**src/rtl/wb_uart_pkg.sv**
```systemverilog
// Shared definitions for the Wishbone transmit-only UART.
// Bus widths, register offsets, STATUS bit indices and TX FSM states.
package wb_uart_pkg;

    localparam int WB_COM_AWIDTH = 32;
    localparam int WB_COM_DWIDTH = 32;

    // Byte offsets; only bits [3:2] are decoded.
    localparam logic [3:0] UART_TXDATA = 4'h0;
    localparam logic [3:0] UART_STATUS = 4'h4;
    localparam logic [3:0] UART_DIV    = 4'h8;
    localparam logic [3:0] UART_IE     = 4'hC;

    localparam int ST_FULL   = 0;
    localparam int ST_EMPTY  = 1;
    localparam int ST_BUSY   = 2;
    localparam int ST_OVF    = 3;
    localparam int ST_LVL_LO = 8;
    localparam int ST_LVL_HI = 15;

    typedef enum logic [1:0] {
        IDLE,
        START,
        DATA,
        STOP
    } uart_tx_state_t;

endpackage

```
**src/rtl/wb_uart_if.sv**
```systemverilog
// Wishbone B4 pipelined single-beat bus bundle for wb_uart_tx.
// Ports: adr/dat/sel/we/cyc/stb from master; dat_o/ack/err from slave.
interface wb_uart_if;
    import wb_uart_pkg::*;

    logic [WB_COM_AWIDTH-1:0]   wb_adr_i;
    logic [WB_COM_DWIDTH-1:0]   wb_dat_i;
    logic [WB_COM_DWIDTH/8-1:0] wb_sel_i;
    logic                       wb_we_i;
    logic                       wb_cyc_i;
    logic                       wb_stb_i;
    logic [WB_COM_DWIDTH-1:0]   wb_dat_o;
    logic                       wb_ack_o;
    logic                       wb_err_o;

    modport master (
        output wb_adr_i, wb_dat_i, wb_sel_i,
        output wb_we_i, wb_cyc_i, wb_stb_i,
        input  wb_dat_o, wb_ack_o, wb_err_o
    );

    modport slave (
        input  wb_adr_i, wb_dat_i, wb_sel_i,
        input  wb_we_i, wb_cyc_i, wb_stb_i,
        output wb_dat_o, wb_ack_o, wb_err_o
    );

endinterface

```
**src/rtl/uart_tx_fifo.sv**
```systemverilog
// Synchronous FIFO with extra pointer wrap bit.
// Ports: clk, rst_n, push/din, pop/dout, full, empty, level.
module uart_tx_fifo #(
    parameter int WIDTH = 8,
    parameter int DEPTH = 8
) (
    input  logic                     clk,
    input  logic                     rst_n,
    input  logic                     push,
    input  logic [WIDTH-1:0]         din,
    input  logic                     pop,
    output logic [WIDTH-1:0]         dout,
    output logic                     full,
    output logic                     empty,
    output logic [$clog2(DEPTH):0]   level
);

    localparam int AW = $clog2(DEPTH);

    logic [WIDTH-1:0] mem [DEPTH];
    logic [AW:0]      wptr;
    logic [AW:0]      rptr;
    logic             do_push;
    logic             do_pop;

    assign full  = (wptr[AW] != rptr[AW]) &&
                   (wptr[AW-1:0] == rptr[AW-1:0]);
    assign empty = (wptr == rptr);
    assign level = wptr - rptr;
    assign dout  = mem[rptr[AW-1:0]];

    assign do_push = push & ~full;
    assign do_pop  = pop & ~empty;

    always_ff @(posedge clk) begin
        if (do_push) begin
            mem[wptr[AW-1:0]] <= din;
        end
    end

    always_ff @(posedge clk or negedge rst_n) begin
        if (!rst_n) begin
            wptr <= '0;
            rptr <= '0;
        end else begin
            if (do_push) wptr <= wptr + 1'b1;
            if (do_pop)  rptr <= rptr + 1'b1;
        end
    end

endmodule

```
**src/rtl/wb_uart_tx.sv**
```systemverilog
// Wishbone slave transmit-only 8N1 UART with TX FIFO and baud divisor.
// Ports: clk, rst_n, wb (slave bundle), txd_o, irq_o (WB_UART_IRQ_EN).
module wb_uart_tx
    import wb_uart_pkg::*;
#(
    parameter int          FIFO_DEPTH = 8,
    parameter logic [15:0] DIV_RESET  = 16'd433
) (
    input  logic     clk,
    input  logic     rst_n,
    wb_uart_if.slave wb,
    output logic     txd_o
`ifdef WB_UART_IRQ_EN
    ,
    output logic     irq_o
`endif
);

    localparam int LW = $clog2(FIFO_DEPTH) + 1;

    logic                     req;
    logic                     wr;
    logic                     is_tx;
    logic                     is_st;
    logic                     is_div;
    logic                     is_hi;
    logic                     mapped;
    logic                     push;
    logic                     push_rej;
    logic                     ovf_clr;
    logic                     pop;
    logic                     full;
    logic                     empty;
    logic                     busy;
    logic [LW-1:0]            level;
    logic [7:0]               fifo_dout;
    logic [31:0]              status;
    logic [WB_COM_DWIDTH-1:0] rd_data;

    logic                     ack_q;
    logic                     err_q;
    logic [WB_COM_DWIDTH-1:0] dat_q;
    logic                     ovf_q;
    logic [15:0]              div_q;

    uart_tx_state_t           state_q;
    uart_tx_state_t           state_d;
    logic [15:0]              cnt_q;
    logic [15:0]              cnt_d;
    logic [2:0]               bit_q;
    logic [2:0]               bit_d;
    logic [7:0]               sh_q;
    logic [7:0]               sh_d;
    logic                     txd_q;
    logic                     txd_d;
    logic                     tick;

    logic                     unused_bits;

    assign unused_bits = ^{wb.wb_adr_i[WB_COM_AWIDTH-1:4],
                           wb.wb_adr_i[1:0],
                           wb.wb_dat_i[WB_COM_DWIDTH-1:16],
                           wb.wb_sel_i[WB_COM_DWIDTH/8-1:2]};

    assign req = wb.wb_cyc_i & wb.wb_stb_i;
    assign wr  = req & wb.wb_we_i;

    always_comb begin
        is_tx  = (wb.wb_adr_i[3:2] == UART_TXDATA[3:2]);
        is_st  = (wb.wb_adr_i[3:2] == UART_STATUS[3:2]);
        is_div = (wb.wb_adr_i[3:2] == UART_DIV[3:2]);
        is_hi  = (wb.wb_adr_i[3:2] == UART_IE[3:2]);
    end

`ifdef WB_UART_IRQ_EN
    assign mapped = 1'b1;
`else
    assign mapped = ~is_hi;
`endif

    // FULL is the registered flag, so a pop in the same cycle
    // does not make room for this push.
    assign push     = wr & is_tx & wb.wb_sel_i[0] & ~full;
    assign push_rej = wr & is_tx & wb.wb_sel_i[0] & full;
    assign ovf_clr  = wr & is_st & wb.wb_sel_i[0] &
                      wb.wb_dat_i[ST_OVF];
    assign busy     = (state_q != IDLE);

    uart_tx_fifo #(
        .WIDTH (8),
        .DEPTH (FIFO_DEPTH)
    ) u_fifo (
        .clk   (clk),
        .rst_n (rst_n),
        .push  (push),
        .din   (wb.wb_dat_i[7:0]),
        .pop   (pop),
        .dout  (fifo_dout),
        .full  (full),
        .empty (empty),
        .level (level)
    );

    always_comb begin
        status                      = '0;
        status[ST_FULL]             = full;
        status[ST_EMPTY]            = empty;
        status[ST_BUSY]             = busy;
        status[ST_OVF]              = ovf_q;
        status[ST_LVL_HI:ST_LVL_LO] = 8'(level);
    end

`ifdef WB_UART_IRQ_EN
    logic ie_q;
    logic irq_q;
`endif

    always_comb begin
        rd_data = '0;
        unique case (1'b1)
            is_tx:  rd_data = '0;
            is_st:  rd_data = status;
            is_div: rd_data = {16'h0, div_q};
`ifdef WB_UART_IRQ_EN
            is_hi:  rd_data = {31'h0, ie_q};
`else
            is_hi:  rd_data = '0;
`endif
            default: rd_data = '0;
        endcase
    end

    always_ff @(posedge clk or negedge rst_n) begin
        if (!rst_n) begin
            ack_q <= 1'b0;
            err_q <= 1'b0;
            dat_q <= '0;
            ovf_q <= 1'b0;
            div_q <= DIV_RESET;
        end else begin
            ack_q <= req & mapped;
            err_q <= req & ~mapped;
            dat_q <= (req & mapped & ~wb.wb_we_i) ? rd_data : '0;
            if (push_rej) begin
                ovf_q <= 1'b1;
            end else if (ovf_clr) begin
                ovf_q <= 1'b0;
            end
            if (wr & is_div) begin
                if (wb.wb_sel_i[0]) div_q[7:0]  <= wb.wb_dat_i[7:0];
                if (wb.wb_sel_i[1]) div_q[15:8] <= wb.wb_dat_i[15:8];
            end
        end
    end

    assign wb.wb_ack_o = ack_q;
    assign wb.wb_err_o = err_q;
    assign wb.wb_dat_o = dat_q;

`ifdef WB_UART_IRQ_EN
    always_ff @(posedge clk or negedge rst_n) begin
        if (!rst_n) begin
            ie_q  <= 1'b0;
            irq_q <= 1'b0;
        end else begin
            if (wr & is_hi & wb.wb_sel_i[0]) begin
                ie_q <= wb.wb_dat_i[0];
            end
            irq_q <= ie_q & empty & ~busy;
        end
    end

    assign irq_o = irq_q;
`endif

    // cnt counts down the current bit; the divisor is sampled only
    // at bit boundaries so a bit in flight keeps its period.
    assign tick = (cnt_q == 16'd0);

    always_comb begin
        state_d = state_q;
        cnt_d   = cnt_q;
        bit_d   = bit_q;
        sh_d    = sh_q;
        txd_d   = txd_q;
        pop     = 1'b0;
        case (state_q)
            IDLE: begin
                if (!empty) begin
                    pop     = 1'b1;
                    sh_d    = fifo_dout;
                    state_d = START;
                    txd_d   = 1'b0;
                    cnt_d   = div_q;
                end
            end
            START: begin
                if (tick) begin
                    state_d = DATA;
                    txd_d   = sh_q[0];
                    sh_d    = sh_q >> 1;
                    bit_d   = 3'd0;
                    cnt_d   = div_q;
                end else begin
                    cnt_d = cnt_q - 16'd1;
                end
            end
            DATA: begin
                if (tick) begin
                    cnt_d = div_q;
                    if (bit_q == 3'd7) begin
                        state_d = STOP;
                        txd_d   = 1'b1;
                    end else begin
                        txd_d = sh_q[0];
                        sh_d  = sh_q >> 1;
                        bit_d = bit_q + 3'd1;
                    end
                end else begin
                    cnt_d = cnt_q - 16'd1;
                end
            end
            STOP: begin
                if (tick) begin
                    if (!empty) begin
                        pop     = 1'b1;
                        sh_d    = fifo_dout;
                        state_d = START;
                        txd_d   = 1'b0;
                        cnt_d   = div_q;
                    end else begin
                        state_d = IDLE;
                        txd_d   = 1'b1;
                    end
                end else begin
                    cnt_d = cnt_q - 16'd1;
                end
            end
            default: state_d = IDLE;
        endcase
    end

    always_ff @(posedge clk or negedge rst_n) begin
        if (!rst_n) begin
            state_q <= IDLE;
            cnt_q   <= '0;
            bit_q   <= '0;
            sh_q    <= '0;
            txd_q   <= 1'b1;
        end else begin
            state_q <= state_d;
            cnt_q   <= cnt_d;
            bit_q   <= bit_d;
            sh_q    <= sh_d;
            txd_q   <= txd_d;
        end
    end

    assign txd_o = txd_q;

endmodule

```
**src/flat_wrapper.sv**
```systemverilog
// flat-port wrapper written by rule: the top's interface ports become plain ports
module wb_uart_tx_flat import wb_uart_pkg::*;
#(
    parameter int          FIFO_DEPTH = 8,
    parameter logic [15:0] DIV_RESET  = 16'd433
)
  (clk, rst_n, txd_o, wb_wb_adr_i, wb_wb_dat_i, wb_wb_sel_i, wb_wb_we_i, wb_wb_cyc_i, wb_wb_stb_i, wb_wb_dat_o, wb_wb_ack_o, wb_wb_err_o);
  wb_uart_if wb_i ();
  input  logic clk;
  input  logic rst_n;
  output logic txd_o;
  input wire logic [$bits(wb_i.wb_adr_i)-1:0] wb_wb_adr_i;
  input wire logic [$bits(wb_i.wb_dat_i)-1:0] wb_wb_dat_i;
  input wire logic [$bits(wb_i.wb_sel_i)-1:0] wb_wb_sel_i;
  input wire logic [$bits(wb_i.wb_we_i)-1:0] wb_wb_we_i;
  input wire logic [$bits(wb_i.wb_cyc_i)-1:0] wb_wb_cyc_i;
  input wire logic [$bits(wb_i.wb_stb_i)-1:0] wb_wb_stb_i;
  output wire logic [$bits(wb_i.wb_dat_o)-1:0] wb_wb_dat_o;
  output wire logic [$bits(wb_i.wb_ack_o)-1:0] wb_wb_ack_o;
  output wire logic [$bits(wb_i.wb_err_o)-1:0] wb_wb_err_o;
  assign wb_i.wb_adr_i = wb_wb_adr_i;
  assign wb_i.wb_dat_i = wb_wb_dat_i;
  assign wb_i.wb_sel_i = wb_wb_sel_i;
  assign wb_i.wb_we_i = wb_wb_we_i;
  assign wb_i.wb_cyc_i = wb_wb_cyc_i;
  assign wb_i.wb_stb_i = wb_wb_stb_i;
  assign wb_wb_dat_o = wb_i.wb_dat_o;
  assign wb_wb_ack_o = wb_i.wb_ack_o;
  assign wb_wb_err_o = wb_i.wb_err_o;
  wb_uart_tx #(.FIFO_DEPTH(FIFO_DEPTH), .DIV_RESET(DIV_RESET)) u_core (.clk(clk), .rst_n(rst_n), .wb(wb_i), .txd_o(txd_o));
endmodule
```
**config.mk**
```make
export PLATFORM = sky130hd
export DESIGN_NAME = wb_uart_tx_flat
export DESIGN_NICKNAME = d
export VERILOG_FILES = /design/src/rtl/wb_uart_pkg.sv /design/src/rtl/wb_uart_if.sv /design/src/rtl/uart_tx_fifo.sv /design/src/rtl/wb_uart_tx.sv /design/src/flat_wrapper.sv
export SDC_FILE = /design/constraint.sdc
export NUM_CORES = 1
export LEC_CHECK = 0
export CAP_MARGIN = 20
export CORE_AREA = 2 2 176 92
export CTS_BUF_LIST = sky130_fd_sc_hd__clkbuf_4 sky130_fd_sc_hd__clkbuf_8
export DETAILED_ROUTE_END_ITERATION = 6
export DIE_AREA = 0 0 178 94
export GPL_TIMING_DRIVEN = 0
export PLACE_DENSITY = 0.68
export SLEW_MARGIN = 5
export SYNTH_ARGS = -nofsm -noshare
export SYNTH_HDL_FRONTEND = slang
export SYNTH_SLANG_ARGS = --single-unit
```
**constraint.sdc**
```tcl
create_clock -name clk -period 8.6 [get_ports clk]
set_clock_uncertainty 0.2 [all_clocks]
set_input_delay 1.29 -clock clk [delete_from_list [all_inputs] [get_ports clk]]
set_output_delay 1.29 -clock clk [all_outputs]
set_load 0.03 [all_outputs]
```
After elaboration in Yosys (flattened, before gate mapping)
Memory sizes are Yosys's and may differ from the RTL's.
Index checks and enable logic that the tools add are counted.

word-level totals
  flip-flop bits (word level) = 89
  latch bits = 0
  memory bits (writable) = 64
  memory bits (read-only) = 0
  output and inout bits = 35
  logic and storage cells = 105
  memories kept = 1

memory list
  memory             depth  width  read ports  clocked after memory_dff  wr ports  line                text
  u_core.u_fifo.mem  8      8      1           0                         1         uart_tx_fifo.sv:20  logic [WIDTH-1:0] mem [DEPTH];

operators by class
  $add $sub $neg = 5
  multipliers = 0
  divide/modulo/power cells = 0
  $lt $le $gt $ge = 0
  equal/unequal tests = 16
  shift operators = 0
  multiplexer cells = 37
  bitwise gates (word level) = 19
  reduce and logical (&&, ||, !) cells = 14

operators by type and width
  kind                                                                    count
  16-bit two-way mux                                                      4
  16-bit case mux with 3 select lines                                     1
  8-bit two-way mux                                                       5
  16-bit case mux with 2 select lines                                     1
  8-bit case mux with 4 select lines                                      1
  16-bit logical NOT                                                      1
  16-bit by 1-bit subtractor with 16-bit output (second input constant)   1
  1-bit AND                                                               15
  1-bit two-way mux                                                       13
  4-bit AND reduction                                                     3
  2-bit two-way mux                                                       5
  3-bit two-way mux                                                       3
  4-bit by 1-bit adder with 4-bit output (second input constant)          2
  2-bit equality test (second input constant)                             4
  2-bit by 1-bit != test with 1-bit output (second input constant)        4
  2-bit case mux with 4 select lines                                      1
  3-bit case mux with 2 select lines                                      1
  2-bit nonzero test                                                      3
  5-bit AND reduction                                                     1
  2-bit by 1-bit equality test with 1-bit output (second input constant)  2
  4-bit equality test                                                     1
  2-bit logical NOT                                                       2
  2-bit != test (second input constant)                                   2
  1-bit inverter                                                          4
  10 further kinds                                                        11

Logic depth before layout (Yosys ltp)
Gate-level depths: netlist of the first run.

  word-level depth = 8
  gate-level depth with buffers = 11
  depth with buffers taken out = 7

Modules after synthesis
Synthesis of the first run repeated with hierarchy kept, for this count alone.

second synthesis, totals
  cells, all modules = 512
  area total of the unflattened synthesis = 6533.8 µm²

modules (own cells, without submodules)
  module        instances  cells each  area an instance (µm²)
  wb_uart_tx    1          345         3543.4
  uart_tx_fifo  1          167         2990.4

Least setup slack after synthesis of the first run
No wires, ideal clock.

  kind = input port to flip-flop
  start point = in wb_wb_sel_i[0]
  end point = mem u_core.u_fifo.mem[0][0], enable pin
  setup time = 0.395 ns
  arrival time = 2.604 ns
  required time = 8.005 ns
  setup slack = 5.401 ns
  stages on the path = 4
  cells stage by stage = and4_1 > clkbuf_1 > nand3_1 > nor4_1

on the way
  word-level cells in the longest chain between the ends = 5

RTL lines
  element                                  line                text
  start: declaration                       flat_wrapper.sv:14  input wire logic [$bits(wb_i.wb_sel_i)-1:0] wb_wb_sel_i;
  1-bit AND (2 in series)                  wb_uart_tx.sv:83    assign push = wr & is_tx & wb.wb_sel_i[0] & ~full;
  1-bit AND                                uart_tx_fifo.sv:32  assign do_push = push & ~full;
  1-bit two-way mux                        uart_tx_fifo.sv:36  if (do_push) begin
  1-bit two-way mux (implied by the code)  uart_tx_fifo.sv:37  mem[wptr[AW-1:0]] <= din;
  end: declaration                         uart_tx_fifo.sv:20

No other way between the ends.

Worst setup path after layout of the first run
  start point = reg u_core.u_fifo.rptr[1]
  end point = mem u_core.u_fifo.mem[5][5], enable pin

on the way
  word-level cells in the longest chain between the ends = 7

RTL lines
  element                                    line                                  text
  start: declaration                         uart_tx_fifo.sv:22                    logic [AW:0] rptr;
  start signal: assignment                   uart_tx_fifo.sv:47                    if (do_pop) rptr <= rptr + 1'b1;
  3-bit equality test *                      uart_tx_fifo.sv:27                    (wptr[AW-1:0] == rptr[AW-1:0]);
  1-bit logical AND *                        uart_tx_fifo.sv:26                    assign full = (wptr[AW] != rptr[AW]) &&
  1-bit inverter *                           uart_tx_fifo.sv:32, wb_uart_tx.sv:83
  1-bit AND                                  wb_uart_tx.sv:83
  1-bit AND *                                uart_tx_fifo.sv:32
  1-bit two-way mux *                        uart_tx_fifo.sv:36
  1-bit two-way mux (implied by the code) *  uart_tx_fifo.sv:37

Mark *: on every way between the ends. The rest lies on a longest branch, timed or not.

==> reports/summary.txt, run 1 <==
Finished Layout Cells: 837
hpwl dp: 12.35 mm
row count: 32
outcome: complete, no violations
Pwr Total: 2.627 mW
Antenna Nets Post-Route: 0
Critical Path Max Stage Delay: 0.74 ns
Fin. Hold Viols: 0
area of the core: 15,090 um2
Final Util: 0.5251
HP Class: flip-flop to flip-flop
hold slack final: 0.3034 ns
part of the power in registers: 0.346
CTS clock-pin slew for the worst setup and hold paths: 0.08 ns
Rel. slew slack: 0.2847
CP delay by family, top: buffers and inverters
Max-Cap Viols: 0
Total Routed Length: 16.75 mm
Max clock buf depth: 2
fraction of layout instances using a drive strength above 1: 0.1975
register-to-register setup slack: 4.72 ns
Setup crit end: u_core.u_fifo.mem[5][5]$_DFFE_PP_
htree depth: 4
logic depth of the worst path, buffers included: 8
DIE WIDTH: 178 um
Pre-antenna DRT Iters: 5
Sequential cell area: 3756 um2
register area share after synthesis: 0.5639
number of enable flip-flop cells after synthesis: 64
DR DRC count: 0
critical path type: flip-flop to flip-flop
vias in the first global route: 4,643
CP Max Fanout: 10
most frequent cell after synthesis: dfrtp_1
FMAX: 257.5 MHz
LEAKAGE: 3.209 nW
worst-path cell chain: clkbuf_1 -> clkbuf_1 -> inv_1 -> ha_1 -> nand3_1 -> o211a_1 -> nand2_1 -> nor3_2
Worst Tran Pin Value: 1.071 ns
DRT iter0 DRCs: 575
TNS Setup: 0 ns
Logic pwr share: 0.438
fin nets: 711
Slew Viols, Final: 0
number of vias per cell: 5.687
IO Count: 108
Layout area overhead: 18.99%
Initial Utilization: 0.4413
DR vias: 4,760
first-pass GRT wire length: 26.38 mm
Final GP Congestion: 0.8831
Seq cells post-synth: 137
Synth Area per Inst: 12.40 um2
VDD IR-drop max: 0.1498 mV
nature of the critical path endpoint: flip-flop
Sw Share: 0.4087
CP Launch Type: flip-flop
CTS sink cnt: 137
all-layer global routing usage: 0.2154
Synth area leader: edfxtp_1
synthesized instance count: 537
root buf cell: clkbuf_8
warnings from Yosys: 0
clock share of power: 0.216
minimum clock period: 3.884 ns
P_int: 1.553 mW
CP Buf/Inv Count: 3
Die Area: 16,730 um2
area of the multi-input gates: 2710 um2
Synth area leaders: edfxtp_1 29%, dfrtp_1 25%, mux4_2 5.4%
Commonest cells post-synth: 67 x dfrtp_1, 64 x edfxtp_1, 48 x nor2_1
total congestion overflow: 0
final period utilization: 0.4516
hold-fix buffer count after cts: 0
Synth cell types: 63
Net Sw Power: 1.074 mW
Fillers: 1,291
highest-delay cell along the critical path: nor3_2
Port-buffer cells: 43
most used cell along the critical path: clkbuf_1
Hold Path Cell Cnt: 1
maximum number of pins on one net before global-route repair: 57
ys async rst share: 0.5328
die height: 94 um
worst reg-to-reg path cell count: 8
routed length per instance: 20.02 um
Data arrival, critical path: 3.75 ns
Critical R2R Launch: u_core.u_fifo.rptr[1]$_DFFE_PN0P_
r2r endpoint: u_core.u_fifo.mem[5][5]$_DFFE_PP_
diode count: 0
postcts setup bufs: 0
CP startpoint: u_core.u_fifo.rptr[1]$_DFFE_PN0P_
Worst EP required: 8.47 ns
post_cts resized: 0
worst-skew pair later-pin latency: 0.45 ns
PD cells: 331.4 nW/um2
Num CTS Buffers: 17
placed insts: 804
RSZ-0062 raised after global routing: false
Post-Syn Area: 6661 um2
final setup fails: 0
initial antenna violation count: 0
Synth top area share: 0.2885
main flop type after synthesis: dfrtp_1
CTS tree: built
cells by family after synthesis:
group	Yosys count	share of synthesized area
AO/OA/AOI/OAI	94	0.09129
XOR/XNOR	20	0.02630
adder cells (fa/ha/maj)	18	0.03494
buffers and inverters	57	0.04451
flip-flops	137	0.5639
multiplexers	52	0.1135
other	1	0.0005629
AND/OR/NAND/NOR	158	0.1251
layer usage:
layer | vias up | track usage | part of all wire
met2 | 263 | 0.2720 | 0.39
met1 | 2359 | 0.3457 | 0.50
met4 | 0 | 0.05533 | 0.010
met5 | - | 0 | 0
met3 | 21 | 0.06756 | 0.10
li1 | 2117 | - | -
state kept, by name, summed over array words and instances (netlist names), 2 cells and up:
register            count
u_core.sh_q             8
u_core.div_q           16
u_core.bit_q            3
u_core.u_fifo.rptr      4
u_core.wb.wb_dat_o     16
u_core.u_fifo.wptr      4
u_core.u_fifo.mem      64
u_core.state_q          2
u_core.cnt_q           16
worst register-to-register path, delay by kind of cell, from the launching register on:
| family | cells | cell delay [ns] |
|---|---|---|
| fa+ha+maj | 1 | 0.33 |
| simple gates | 3 | 1.05 |
| flops | 1 | 0.41 |
| buf+inv | 3 | 1.29 |
| compound gates | 1 | 0.23 |
final cells by class:
cell class,count,area share
Sequential cell,137,0.4739
Multi-Input combinational cell,358,0.3419
Timing Repair Buffer,49,0.06219
Tap cell,204,0.03220
Clock buffer,19,0.03141
Buffer,43,0.03078
Clock inverter,13,0.02099
Inverter,14,0.006630
metrics by stage:
stage	setup WS (ns)	cell area (um2)
2_1_floorplan	5.401	6718
3_3_place_gp	3.476	7403
3_5_place_dp	4.464	7503
4_1_cts	4.573	7919
5_1_grt	4.462	7926
6_report	4.716	7926
how the worst min path moves through the flow:
stage | start | end | slack [ns]
6_report | u_core.sh_q[3]$_DFFE_PN0P_ | u_core.sh_q[3]$_DFFE_PN0P_ | 0.30
5_1_grt | u_core.sh_q[3]$_DFFE_PN0P_ | u_core.sh_q[3]$_DFFE_PN0P_ | 0.31
3_5_place_dp | u_core.sh_q[3]$_DFFE_PN0P_ | u_core.sh_q[3]$_DFFE_PN0P_ | 0.28
4_1_cts | u_core.sh_q[3]$_DFFE_PN0P_ | u_core.sh_q[3]$_DFFE_PN0P_ | 0.30
3_3_place_gp | u_core.sh_q[5]$_DFFE_PN0P_ | u_core.sh_q[5]$_DFFE_PN0P_ | 0.27
2_1_floorplan | u_core.sh_q[3]$_DFFE_PN0P_ | u_core.sh_q[3]$_DFFE_PN0P_ | 0.26
power by group through the flow:
stage	registers, mW	logic (mW)	clock network, mW
floorplan	0.878	0.839	0
global placement	0.905	1.08	0
detailed placement	0.917	1.13	0
CTS	0.905	1.13	0.574
global route	0.926	1.26	0.608
finish	0.909	1.15	0.567
cell usage in the layout, fill, tap and decap left out, types with 20 or more instances in the layout:
cell / n
o21ai_0: 28
dfrtp_1: 67
a21oi_1: 20
nor2_1: 48
edfxtp_1: 64
nand2_1: 39
clkdlybuf4s50_1: 42
mux2_2: 21
buf_4: 23
clkbuf_1: 20
(Power assumes the default switching activity.)
==> inputs of run 2 (changes only) <==
clock period = 4 ns   (was 8.6 ns; I/O delays follow)
==> reports/summary.txt, run 2 (synthesis gave the netlist of run 1 again) <==
DR vias: 4,752
DRT iter0 DRCs: 563
diode count: 0
initial antenna violation count: 0
DIE WIDTH: 178 um
Worst EP required: 3.87 ns
Antenna Nets Post-Route: 0
final instance area: 7933 um2
fin nets: 711
final period utilization: 0.9173
Fillers: 1,293
root buf cell: clkbuf_8
most common cell after layout, fill and taps aside: dfrtp_1
first-pass GRT wire length: 26.38 mm
all-layer global routing usage: 0.2154
htree depth: 4
maximum number of pins on one net before global-route repair: 57
minimum clock period: 3.669 ns
number of vias per cell: 5.677
min-delay src: u_core.sh_q[3]$_DFFE_PN0P_
worst-skew pair later-pin latency: 0.45 ns
hold slack final: 0.3022 ns
PD cells: 711.8 nW/um2
area of the multi-input gates: 2713 um2
register-to-register setup slack: 0.33 ns
Max clock buf depth: 2
Final GP Congestion: 0.8831
total congestion overflow: 0
Num CTS Buffers: 17
Pre-antenna DRT Iters: 5
HP Class: flip-flop to flip-flop
CP Launch Type: flip-flop
Critical R2R Launch: u_core.u_fifo.rptr[1]$_DFFE_PN0P_
postcts setup bufs: 0
Slew Viols, Final: 0
CTS clock-pin slew for the worst setup and hold paths: 0.08 ns
worst reg-to-reg path cell count: 8
final setup fails: 0
IO Count: 108
row count: 32
Port-buffer cells: 43
vias in the first global route: 4,643
Initial Utilization: 0.4413
CTS tree: built
CTS sink cnt: 137
Total Routed Length: 16.71 mm
Worst Tran Pin Value: 1.127 ns
outcome: complete, no violations
r2r endpoint: u_core.u_fifo.mem[5][1]$_DFFE_PP_
RSZ-0062 raised after global routing: false
Sequential cell area: 3756 um2
dpl cell area: 7503 um2
most frequent cells in the layout: 67 x dfrtp_1, 64 x edfxtp_1, 47 x nor2_1
Max-Cap Viols: 0
Hold Path Cell Cnt: 1
VDD IR-drop max: 0.3202 mV
Fin. Hold Viols: 0
Layout area overhead: 19.08%
die height: 94 um
nature of the critical path endpoint: flip-flop
Rel. slew slack: 0.2472
hpwl dp: 12.35 mm
area of the core: 15,090 um2
LEAKAGE: 3.210 nW
Data arrival, critical path: 3.53 ns
DR DRC count: 0
max FFs per register: 64
fraction of layout instances using a drive strength above 1: 0.1991
routed length per instance: 19.97 um
Die Area: 16,730 um2
CP Max Fanout: 10
Min-Delay Endpoint: u_core.sh_q[3]$_DFFE_PN0P_
critical path type: flip-flop to flip-flop
FMAX: 272.5 MHz
[run 2: changes by cell type in the layout (fill, tap and decap cells not counted), sizes merged]
cell	before	now
buf	30	29
dlygate4sd3	0	1
[run 2: what timing repair did]
action,4_1_cts,5_1_grt
hold buffers,1,0
endpoints found under the setup margin,8,48
endpoints found under the hold margin,17,0
resized for setup,1,2
[run 2: critical path: stages (launching register included)]
cell      delay (ns)
dfrtp_1         0.41
clkbuf_1        0.54
clkbuf_2        0.44
inv_1           0.10
ha_1            0.31
nand3_1         0.14
o211a_1         0.23
nand2_1         0.18
nor3_2          0.73
[run 2: area by class of cell]
class,instances,share of cell area
clock buffer,19,0.03139
tap,204,0.03218
buffer,43,0.03091
sequential,137,0.4735
inverter,14,0.006625
timing repair buffer,49,0.06246
multi-input combinational,358,0.3420
clock inverter,13,0.02098
[run 2: worst max path at each step]
stage                                            from                                end  slack, ns  depth (start not counted)
floorplan           u_core.u_fifo.rptr[1]$_DFFE_PN0P_  u_core.u_fifo.mem[0][0]$_DFFE_PP_       0.82                          8
global placement    u_core.u_fifo.rptr[1]$_DFFE_PN0P_  u_core.u_fifo.mem[0][6]$_DFFE_PP_      -0.65                          8
finish              u_core.u_fifo.rptr[1]$_DFFE_PN0P_  u_core.u_fifo.mem[5][1]$_DFFE_PP_       0.33                          8
global route        u_core.u_fifo.rptr[1]$_DFFE_PN0P_  u_core.u_fifo.mem[4][1]$_DFFE_PP_        0.1                          8
CTS                 u_core.u_fifo.rptr[1]$_DFFE_PN0P_  u_core.u_fifo.mem[4][1]$_DFFE_PP_       0.09                          8
detailed placement  u_core.u_fifo.rptr[1]$_DFFE_PN0P_  u_core.u_fifo.mem[7][6]$_DFFE_PP_      0.008                          8
[run 2: power breakdown]
group	switching, mW	internal (mW)	leakage (nW)
registers	0.265	1.69	1.51
logic	1.47	1.01	1.49
clock network	0.575	0.638	0.208
total	2.31	3.34	3.21
[run 2: routing by layer]
layer	track usage	share of wire	vias to the layer above
met1	0.3457	0.51	2361
li1	-	-	2117
met5	0	0	-
met3	0.06756	0.097	13
met2	0.2720	0.39	261
met4	0.05533	0.0075	0
[run 2: through the flow]
stage	total power, mW	cells	util	TNS [ns]	worst slack [ns]
global route	6.005	837	0.5255	0	0.09956
floorplan	3.692	552	-	0	0.8191
CTS	5.614	837	0.5254	0	0.09149
global placement	4.272	799	0.4905	-49.08	-0.6531
finish	5.646	837	0.5255	0	0.3307
detailed placement	4.401	804	0.4971	0	0.007528
==> inputs of run 3 (changes only) <==
CORE_AREA = 2 2 174 91   (was 2 2 176 92)
CTS_CLUSTER_DIAMETER = 120   (was not set)
DIE_AREA = 0 0 176 93   (was 0 0 178 94)
SYNTH_HIERARCHICAL = 1   (was not set)
==> reports/summary.txt, run 3 <==
DR DRC count: 0
placed insts: 779
final setup fails: 0
area of the core: 14,930 um2
M2 GR Usage: 0.2598
LEAKAGE: 3.159 nW
Min-Delay Endpoint: u_core/txd_o$_DFFE_PN1P_
area of the multi-input gates: 2567 um2
max FFs per register: 64
number of enable flip-flop cells after synthesis: 64
Seq cells post-synth: 137
final worst slack: 0.2203 ns
fin nets: 687
warnings from Yosys: 6
GRT met3 Usage: 0.05285
Final GP Congestion: 0.8341
register-to-register setup slack: 0.22 ns
Fin. Hold Viols: 0
Fillers: 1,269
postcts setup bufs: 0
Commonest cells post-synth: 67 x dfrtp_1, 64 x edfxtp_1, 59 x nand2_1
CP startpoint: u_core/u_fifo/rptr[1]$_DFFE_PN0P_
Data arrival, critical path: 3.94 ns
PD cells: 712.4 nW/um2
critical path type: flip-flop to flip-flop
DP Worst Slack: 0.04195 ns
Max clock buf depth: 2
first-pass GRT wire length: 24.28 mm
Port-buffer cells: 43
outcome: complete, no violations
HP Class: flip-flop to flip-flop
Final Util: 0.5245
r2r endpoint: u_core/cnt_q[5]$_DFF_PN0_
most frequent cell after synthesis: dfrtp_1
Worst EP required: 4.16 ns
Synth area leader: edfxtp_1
Max-Cap Viols: 0
worst-skew pair later-pin latency: 0.44 ns
root buf cell: clkbuf_8
DIE WIDTH: 176 um
GR peak layer: met1
FMAX: 264.6 MHz
Post-Syn Area: 6534 um2
hpwl dp: 11.36 mm
min-delay src: u_core/txd_o$_DFFE_PN1P_
TNS Setup: 0 ns
CTS sink cnt: 137
Synth cell types: 67
Synth top area share: 0.2941
diode count: 0
Total Routed Length: 15.44 mm
dpl cell area: 7348 um2
final period utilization: 0.9449
Rel. slew slack: 0.3361
CP Max Fanout: 10
Slew Viols, Final: 0
Worst Tran Pin Value: 0.9922 ns
maximum number of pins on one net before global-route repair: 65
Pre-antenna DRT Iters: 5
worst reg-to-reg path cell count: 10
synthesized instance count: 512
Layout area overhead: 19.90%
met1 usage: 0.3218
htree depth: 4
initial antenna violation count: 0
routed length per instance: 19.01 um
DR vias: 4,469
Antenna Nets Post-Route: 0
CP Launch Type: flip-flop
Synth area leaders: edfxtp_1 29%, dfrtp_1 26%, mux4_2 5.2%
hold slack final: 0.2719 ns
minimum clock period: 3.780 ns
Pwr Total: 5.581 mW
fraction of layout instances using a drive strength above 1: 0.2072
nature of the critical path endpoint: flip-flop
Critical R2R Launch: u_core/u_fifo/rptr[1]$_DFFE_PN0P_
RSZ-0062 raised after global routing: true
CTS clock-pin slew for the worst setup and hold paths: 0.08 ns
most frequent cells in the layout: 67 x dfrtp_1, 64 x edfxtp_1, 59 x nand2_1
all-layer global routing usage: 0.1988
register area share after synthesis: 0.5749
main flop type after synthesis: dfrtp_1
Num CTS Buffers: 17
DRT iter0 DRCs: 517
Hold Path Cell Cnt: 2
Sequential cell area: 3756 um2
final instance area: 7834 um2
IO Count: 108
most common cell after layout, fill and taps aside: dfrtp_1
row count: 32
Finished Layout Cells: 812
ys async rst share: 0.5328
VDD IR-drop max: 0.3032 mV
vias in the first global route: 4,335
Die Area: 16,370 um2
die height: 93 um
Initial Utilization: 0.4375
Synth Area per Inst: 12.76 um2
CTS tree: built
total congestion overflow: 0
number of vias per cell: 5.504
[run 3: changes by cell type after synthesis, sizes merged, moves of 10 or more]
cell and change:
clkbuf -11, and3 -10, o21ai -13, nor2 -22, nand2 +20, a21oi -11
[run 3: report_power, final]
group / internal [mW] / switching [mW]
Clock: 0.758 / 0.583
Combinational: 0.968 / 1.40
Sequential: 1.67 / 0.206
[run 3: metal layers]
metal / part of all wire / wire (um) / vias up
li1: - / - / 2032
met1: 0.52 / 8051 / 2232
met2: 0.39 / 5991 / 190
met3: 0.082 / 1268 / 15
met4: 0.0080 / 124 / 0
met5: 0 / 0 / -
[run 3: worst max path at each step]
stage	slack, ns	cells past startpoint	end
finish	0.22	10	u_core/cnt_q[5]$_DFF_PN0_
floorplan	0.75	9	u_core/u_fifo/mem[0][0]$_DFFE_PP_
detailed placement	0.04	11	u_core/cnt_q[15]$_DFF_PN0_
CTS	0.03	11	u_core/cnt_q[15]$_DFF_PN0_
global route	-0.02	9	u_core/u_fifo/mem[4][0]$_DFFE_PP_
global placement	-0.36	1	u_core/u_fifo/wptr[0]$_DFFE_PN0P_
[run 3: cells by family after synthesis]
logic type / count (synthesis) / synth area share
AO/OA/AOI/OAI: 69 / 0.07928
XOR/XNOR: 15 / 0.02126
adder cells (fa/ha/maj): 19 / 0.03753
buffers and inverters: 51 / 0.04423
flip-flops: 137 / 0.5749
multiplexers: 45 / 0.1047
other: 1 / 0.0005739
AND/OR/NAND/NOR: 175 / 0.1375
[run 3: cell type report]
type,count,area share
Sequential cell,137,0.4795
Multi-Input combinational cell,339,0.3277
Timing Repair Buffer,49,0.06261
Tap cell,204,0.03258
Clock inverter,15,0.03051
Clock buffer,17,0.02987
Buffer,34,0.02907
Inverter,17,0.008146
[run 3: what timing repair did]
item / 4_1_cts / 5_1_grt
endpoints found under the hold margin: 9 / 0
gates resized for setup: 0 / 3
endpoints found under the setup margin: 0 / 20
hold buffers: 1 / 0
[run 3: critical path, stage by stage (launching register included)]
cell and delay, ns:
dfrtp_1 0.40, buf_2 0.30, buf_2 0.36, inv_1 0.10, ha_1 0.31, nand3_1 0.28
nor2_1 0.19, clkbuf_1 0.36, clkbuf_2 0.40, nor2b_1 0.53, a221o_1 0.26
